--- src/rtl/alu_pkg.sv ---
// Shared definitions for the shared-ALU slice: op codes, FSM states, helpers.
package alu_pkg;

    localparam int ALU_W = 32;
    localparam int OP_W  = 4;

    localparam logic [OP_W-1:0] ALU_ADD  = 4'd0;
    localparam logic [OP_W-1:0] ALU_SUB  = 4'd1;
    localparam logic [OP_W-1:0] ALU_AND  = 4'd2;
    localparam logic [OP_W-1:0] ALU_OR   = 4'd3;
    localparam logic [OP_W-1:0] ALU_XOR  = 4'd4;
    localparam logic [OP_W-1:0] ALU_SLL  = 4'd5;
    localparam logic [OP_W-1:0] ALU_SRL  = 4'd6;
    localparam logic [OP_W-1:0] ALU_SRA  = 4'd7;
    localparam logic [OP_W-1:0] ALU_SLT  = 4'd8;
    localparam logic [OP_W-1:0] ALU_SLTU = 4'd9;

    typedef enum logic [1:0] {
        ST_IDLE = 2'd0,
        ST_EXEC = 2'd1,
        ST_RESP = 2'd2
    } state_t;

    // Codes above SLTU are reserved and flagged as errors.
    function automatic logic op_is_legal(input logic [OP_W-1:0] op);
        return (op <= ALU_SLTU);
    endfunction

endpackage

--- src/rtl/alu_core.sv ---
// Combinational 32-bit integer ALU: op, a, b -> result, err.
// Bitwise functions come from the gate-level units; reserved codes give 0 with err.
module alu_core
    import alu_pkg::*;
(
    input  logic [OP_W-1:0]  op,
    input  logic [ALU_W-1:0] a,
    input  logic [ALU_W-1:0] b,
    output logic [ALU_W-1:0] result,
    output logic             err
);

    logic [ALU_W-1:0] and_s;
    logic [ALU_W-1:0] or_s;
    logic [ALU_W-1:0] xor_s;
    logic [4:0]       shamt_s;

    and_32bit u_and (.a(a), .b(b), .y(and_s));
    or_32bit  u_or  (.a(a), .b(b), .y(or_s));
    xor_32bit u_xor (.a(a), .b(b), .y(xor_s));

    assign shamt_s = b[4:0];

    // Select the function result for the current op code.
    always_comb begin
        result = 32'd0;
        err    = 1'b0;
        case (op)
            ALU_ADD:  result = a + b;
            ALU_SUB:  result = a - b;
            ALU_AND:  result = and_s;
            ALU_OR:   result = or_s;
            ALU_XOR:  result = xor_s;
            ALU_SLL:  result = a << shamt_s;
            ALU_SRL:  result = a >> shamt_s;
            ALU_SRA:  result = $unsigned($signed(a) >>> shamt_s);
            ALU_SLT:  result = {31'd0, ($signed(a) < $signed(b))};
            ALU_SLTU: result = {31'd0, (a < b)};
            default: begin
                result = 32'd0;
                err    = !op_is_legal(op);
            end
        endcase
    end

endmodule

--- src/rtl/and_32bit.sv ---
// 32-bit bitwise AND gate unit.
module and_32bit (
    input  logic [31:0] a,
    input  logic [31:0] b,
    output logic [31:0] y
);
    assign y = a & b;
endmodule

--- src/rtl/or_32bit.sv ---
// 32-bit bitwise OR gate unit.
module or_32bit (
    input  logic [31:0] a,
    input  logic [31:0] b,
    output logic [31:0] y
);
    assign y = a | b;
endmodule

--- src/rtl/xor_32bit.sv ---
// 32-bit bitwise XOR gate unit.
module xor_32bit (
    input  logic [31:0] a,
    input  logic [31:0] b,
    output logic [31:0] y
);
    assign y = a ^ b;
endmodule

--- src/rtl/alu_share_arbiter.sv ---
// Round-robin sharing of one ALU between two valid/ready requesters.
// Sequence per operation: IDLE (grant+latch) -> EXEC (compute) -> RESP (hold result).
module alu_share_arbiter
    import alu_pkg::*;
#(
    parameter int WIDTH = 32
) (
    input  logic             clk,
    input  logic             rst,
    input  logic             req0_valid,
    output logic             req0_ready,
    input  logic [OP_W-1:0]  req0_op,
    input  logic [WIDTH-1:0] req0_a,
    input  logic [WIDTH-1:0] req0_b,
    input  logic             req1_valid,
    output logic             req1_ready,
    input  logic [OP_W-1:0]  req1_op,
    input  logic [WIDTH-1:0] req1_a,
    input  logic [WIDTH-1:0] req1_b,
    output logic             rsp0_valid,
    input  logic             rsp0_ready,
    output logic [WIDTH-1:0] rsp0_result,
    output logic             rsp0_err,
    output logic             rsp1_valid,
    input  logic             rsp1_ready,
    output logic [WIDTH-1:0] rsp1_result,
    output logic             rsp1_err,
    output logic             busy
);

    state_t           state_r;
    logic             last_grant_r;
    logic             owner_r;
    logic [OP_W-1:0]  op_r;
    logic [WIDTH-1:0] a_r;
    logic [WIDTH-1:0] b_r;
    logic             rsp0_valid_r;
    logic             rsp1_valid_r;
    logic [WIDTH-1:0] rsp0_result_r;
    logic [WIDTH-1:0] rsp1_result_r;
    logic             rsp0_err_r;
    logic             rsp1_err_r;
    logic             busy_r;

    logic             grant0_s;
    logic             grant1_s;
    logic             rsp_take_s;
    logic [WIDTH-1:0] alu_result_s;
    logic             alu_err_s;

    alu_core u_core (
        .op     (op_r),
        .a      (a_r),
        .b      (b_r),
        .result (alu_result_s),
        .err    (alu_err_s)
    );

    // Grant decision: only in IDLE; a tie goes to the requester not served last.
    always_comb begin
        grant0_s = 1'b0;
        grant1_s = 1'b0;
        if (state_r == ST_IDLE) begin
            if (req0_valid && req1_valid) begin
                if (last_grant_r) begin
                    grant0_s = 1'b1;
                end else begin
                    grant1_s = 1'b1;
                end
            end else begin
                grant0_s = req0_valid;
                grant1_s = req1_valid;
            end
        end else begin
            grant0_s = 1'b0;
            grant1_s = 1'b0;
        end
    end

    assign rsp_take_s = owner_r ? rsp1_ready : rsp0_ready;

    // Arbiter FSM with operand latches and per-requester response registers.
    always_ff @(posedge clk) begin
        if (rst) begin
            state_r       <= ST_IDLE;
            last_grant_r  <= 1'b1;
            owner_r       <= 1'b0;
            op_r          <= 4'd0;
            a_r           <= 32'd0;
            b_r           <= 32'd0;
            rsp0_valid_r  <= 1'b0;
            rsp1_valid_r  <= 1'b0;
            rsp0_result_r <= 32'd0;
            rsp1_result_r <= 32'd0;
            rsp0_err_r    <= 1'b0;
            rsp1_err_r    <= 1'b0;
            busy_r        <= 1'b0;
        end else begin
            case (state_r)
                ST_IDLE: begin
                    if (grant0_s || grant1_s) begin
                        op_r    <= grant1_s ? req1_op : req0_op;
                        a_r     <= grant1_s ? req1_a  : req0_a;
                        b_r     <= grant1_s ? req1_b  : req0_b;
                        owner_r <= grant1_s;
                        busy_r  <= 1'b1;
                        state_r <= ST_EXEC;
                    end
                end
                ST_EXEC: begin
                    if (owner_r) begin
                        rsp1_result_r <= alu_result_s;
                        rsp1_err_r    <= alu_err_s;
                        rsp1_valid_r  <= 1'b1;
                    end else begin
                        rsp0_result_r <= alu_result_s;
                        rsp0_err_r    <= alu_err_s;
                        rsp0_valid_r  <= 1'b1;
                    end
                    state_r <= ST_RESP;
                end
                ST_RESP: begin
                    if (rsp_take_s) begin
                        rsp0_valid_r <= 1'b0;
                        rsp1_valid_r <= 1'b0;
                        busy_r       <= 1'b0;
                        last_grant_r <= owner_r;
                        state_r      <= ST_IDLE;
                    end
                end
                default: begin
                    rsp0_valid_r <= 1'b0;
                    rsp1_valid_r <= 1'b0;
                    busy_r       <= 1'b0;
                    state_r      <= ST_IDLE;
                end
            endcase
        end
    end

    assign req0_ready  = grant0_s;
    assign req1_ready  = grant1_s;
    assign rsp0_valid  = rsp0_valid_r;
    assign rsp1_valid  = rsp1_valid_r;
    assign rsp0_result = rsp0_result_r;
    assign rsp1_result = rsp1_result_r;
    assign rsp0_err    = rsp0_err_r;
    assign rsp1_err    = rsp1_err_r;
    assign busy        = busy_r;

endmodule

--- config.mk ---
export PLATFORM = sky130hd
export DESIGN_NAME = alu_share_arbiter
export DESIGN_NICKNAME = d
export VERILOG_FILES = /design/src/rtl/alu_pkg.sv /design/src/rtl/alu_core.sv /design/src/rtl/and_32bit.sv /design/src/rtl/or_32bit.sv /design/src/rtl/xor_32bit.sv /design/src/rtl/alu_share_arbiter.sv
export SDC_FILE = /design/constraint.sdc
export NUM_CORES = 1
export LEC_CHECK = 0
export ABC_CLOCK_PERIOD_IN_PS = 5030
export BUFFER_PORTS_ARGS = -buffer_cell sky130_fd_sc_hd__clkbuf_2
export CORE_MARGIN = 2
export CORE_UTILIZATION = 59
export CTS_CLUSTER_DIAMETER = 30
export DETAILED_ROUTE_END_ITERATION = 10
export GPL_TIMING_DRIVEN = 0
export PLACE_DENSITY = 0.94
export SKIP_CTS_REPAIR_TIMING = 1
export SLEW_MARGIN = 20
export SYNTH_ARGS = -nofsm -noshare
export SYNTH_HDL_FRONTEND = slang
export SYNTH_HIERARCHICAL = 1
export SYNTH_SLANG_ARGS = --single-unit
--- constraint.sdc ---
create_clock -name clk -period 5.03 [get_ports clk]
set_input_delay 0.503 -clock clk [delete_from_list [all_inputs] [get_ports clk]]
set_output_delay 0.503 -clock clk [all_outputs]
set_load 0.005 [all_outputs]
==> impl_metrics.toml <==
[setup_path]
r2r_start = "b_r[0]"
cp_data_required_time_ns = 5.32
cp.arrival_ns = 5.26
worstPathMaxFanout = 10
start_kind = "register"
regToRegSetupSlack_ns = 0.06
critical_path.startpoint = "b_r[0]"
endpoint_kind = "register"
worstSetupPathType = "register to register"

[clock_network]
clkSinkCount = 141
cts_tree = "done"
insertion_delay_ns = 0.44
cts.path.max_buffers = 2
clk_pin_slew_worst_paths_ns = 0.07
root_buffer = "clkbuf_16"
h-tree-depth = 4
numCtsBuffers = 17

[yosys]
yosys.area.top_type = "dfxtp_1"
synth.cell_area_um2 = 14300
synth_area_leaders = "dfxtp_1, a21oi_1, nand2_1"
ys.flop_type = "dfxtp_1"
synth_top_area_share_pct = 19.8
synth_edf_count = 0
synth_seq_cells = 141
syn_area_per_cell_um2 = 7.13
async_flop_share_pct = 0
yosys.cell_types.count = 87
yosysMostFrequentCell = "nand2_1"
ys_warn_count = 6
synth_commonest_cells = "nand2_1, a21oi_1, o21ai_0, dfxtp_1, nor2_1"
postSynthCellCount = 2002
synth-seq-area-share_pct = 19.8
synth_nets = 2210

[place]
io_buffers = 209
place_area_um2 = 15700
place_ws_ns = -0.315
gp_congestion = 1.14
dp_hpwl_um = 49200

[job]
maxCapViolCount = 0

[timing]
fmax_mhz = 201
relSlewSlack_pct = 21.7
tightest_slew_ns = 1.14
drv_slew = 0
finClkSkew_ns = 0.0123
setup_viol = 0
worst_slack_ns = 0.0602
hold_violations = 0
min_period_ns = 4.97
rsz0062_at_grt = "false"
fin_crit_sh_pct = 98.8

[floorplan]
ios = 213
die_h_um = 160
start_util_pct = 60.5
num_rows = 56
core_um2 = 23600
die_area_um2 = 25500
fp.dieW_um = 160

[hold_path]
holdCritStartpoint = "req1_b[31]"
hold_path_class = "primary input to register"

[cells_and_area]
area_growth_pct = 14.3
nNetsFinal = 2435
post-route-cell-area_um2 = 16300
num_antenna_cells = 0
drive_gt1_share_pct = 16.2
num-fill-cells = 2020

[power_and_ir_drop]
clkPwrFrac_pct = 26.6
p_leak_uw = 0.00661
pwr-share-seq_pct = 28.9
max-vdd-ir-drop_v = 0.000199
powerDensity_nw_per_um2 = 300
p_switching_uw = 2200
power_frac_comb_pct = 44.6
swShare_pct = 44.9
intPower_uw = 2700

[grt]
track_usage_pct = 47.3
grt_max_degree = 17
grt_pass1_wl_um = 94000
grt_pass1_vias = 16400
grt_antenna_before_repair = 1
grt_overflow = 0

[drt]
antenna_violating_nets_post_route = 0
vias_per_cell = 6.87
wl_um = 62100
route.detailed.drc = 0
dr_total_vias = 17600
dr.pass1.iters = 7
drtIter0Drc = 2659
routedWlPerCell_um = 24.3

[run_status]
status = "finished clean"
[layout make-up]
cell class              count  area (um^2)  area share, %
well taps                 319          399           2.44
plain buffers             178          783           4.80
repair buffers            209         1050           6.41
flip-flops and latches    141         2820           17.3
clock buffers              19          453           2.77
multi-input cells        1612        10400           63.9
inverters                  68          255           1.56
clock inverters            13          130          0.797
[routing by layer]
metal | track usage (%) | up-vias | part of all wire (%)
met5 | 0 | - | 0
met4 | 34.1 | 0 | 8.7
met3 | 9.87 | 327 | 12
met2 | 73.7 | 1446 | 43
met1 | 58.0 | 8016 | 36
li1 | - | 7784 | -
[cells in the final DEF (no fill, tap or decap), types with 9 or more instances in the layout]
cell / instances
a211oi_1: 24
a21o_1: 9
a21oi_1: 205
a222oi_1: 12
a22o_1: 10
a22oi_1: 12
a31oi_1: 83
and2_1: 37
and3_1: 11
buf_2: 36
clkbuf_1: 121
clkbuf_16: 17
clkbuf_2: 214
dfxtp_1: 140
ha_1: 64
inv_1: 67
mux2_2: 17
mux2i_1: 71
mux4_2: 27
nand2_1: 230
nand2b_1: 13
nand3_1: 97
nand4_1: 75
nor2_1: 138
nor2b_1: 11
nor3_1: 29
o211ai_1: 26
o21a_1: 12
o21ai_0: 156
o21ai_1: 11
o21bai_1: 13
o31ai_1: 12
or2_1: 33
or3_1: 10
xnor2_1: 18
xor2_1: 37
[registers in the layout, indices dropped and copies added (netlist names)]
signal / count
a_r: 32
b_r: 32
busy: 1
last_grant_r: 1
op_r: 4
owner_r: 1
rsp0_err: 1
rsp0_result: 32
rsp0_valid: 1
rsp1_err: 1
rsp1_result: 32
rsp1_valid: 1
state_r: 2
[stage by stage]
stage / util, % / cells / TNS, ns / total power [uW] / hold slack [ns]
2_1_floorplan: - / 2002 / 0 / 2770 / 0.453
3_3_place_gp: 66.6 / 2530 / -5.94 / 3450 / 0.443
3_5_place_dp: 66.6 / 2530 / -4.61 / 3480 / 0.447
4_1_cts: 69.1 / 2562 / -5.64 / 4750 / 0.323
5_1_grt: 69.1 / 2559 / 0 / 5060 / 0.342
6_report: 69.1 / 2559 / 0 / 4890 / 0.330
[path summary, 6_finish.rpt]
kind,cells after the start,endpoint
worst max-delay path,14,rsp0_result[28]
worst min-delay path,3,b_r[31]
worst max register to register,14,rsp0_result[28]
worst min register to register,2,rsp1_result[21]
[critical path, stage by stage, from the launching register on]
cell	delay (ns)
dfxtp_1	0.77
buf_2	0.44
buf_4	0.29
buf_2	0.33
buf_2	0.36
inv_1	0.19
ha_1	0.32
a21oi_1	0.50
nand2_1	0.10
nand3_1	0.23
a21oi_1	0.13
a2111oi_1	0.61
o21ai_0	0.34
nand2_1	0.13
a21oi_1	0.06
[power by group through the flow]
stage | Combinational (uW) | Clock (uW) | Sequential, uW
2_1_floorplan | 1440 | 0 | 1330
3_3_place_gp | 2040 | 0 | 1410
3_5_place_dp | 2060 | 0 | 1420
4_1_cts | 2070 | 1280 | 1400
5_1_grt | 2310 | 1330 | 1420
6_report | 2180 | 1300 | 1410
[cells by family (layout without fill, tap and decap cells)]
group                      count (synthesis)  in the layout  synth area share, %
and+or+nand+nor                          723            723                 24.5
AOI/OAI and AO/OA                        653            653                 28.5
buffers and inverters                    249            487                 7.32
DFF                                      141            141                 19.8
muxes                                    115            115                 10.6
adders and majority gates                 66             66                 5.89
xor gates and xnor gates                  55             55                 3.37
Note: power is estimated with default switching activity, not from simulation.
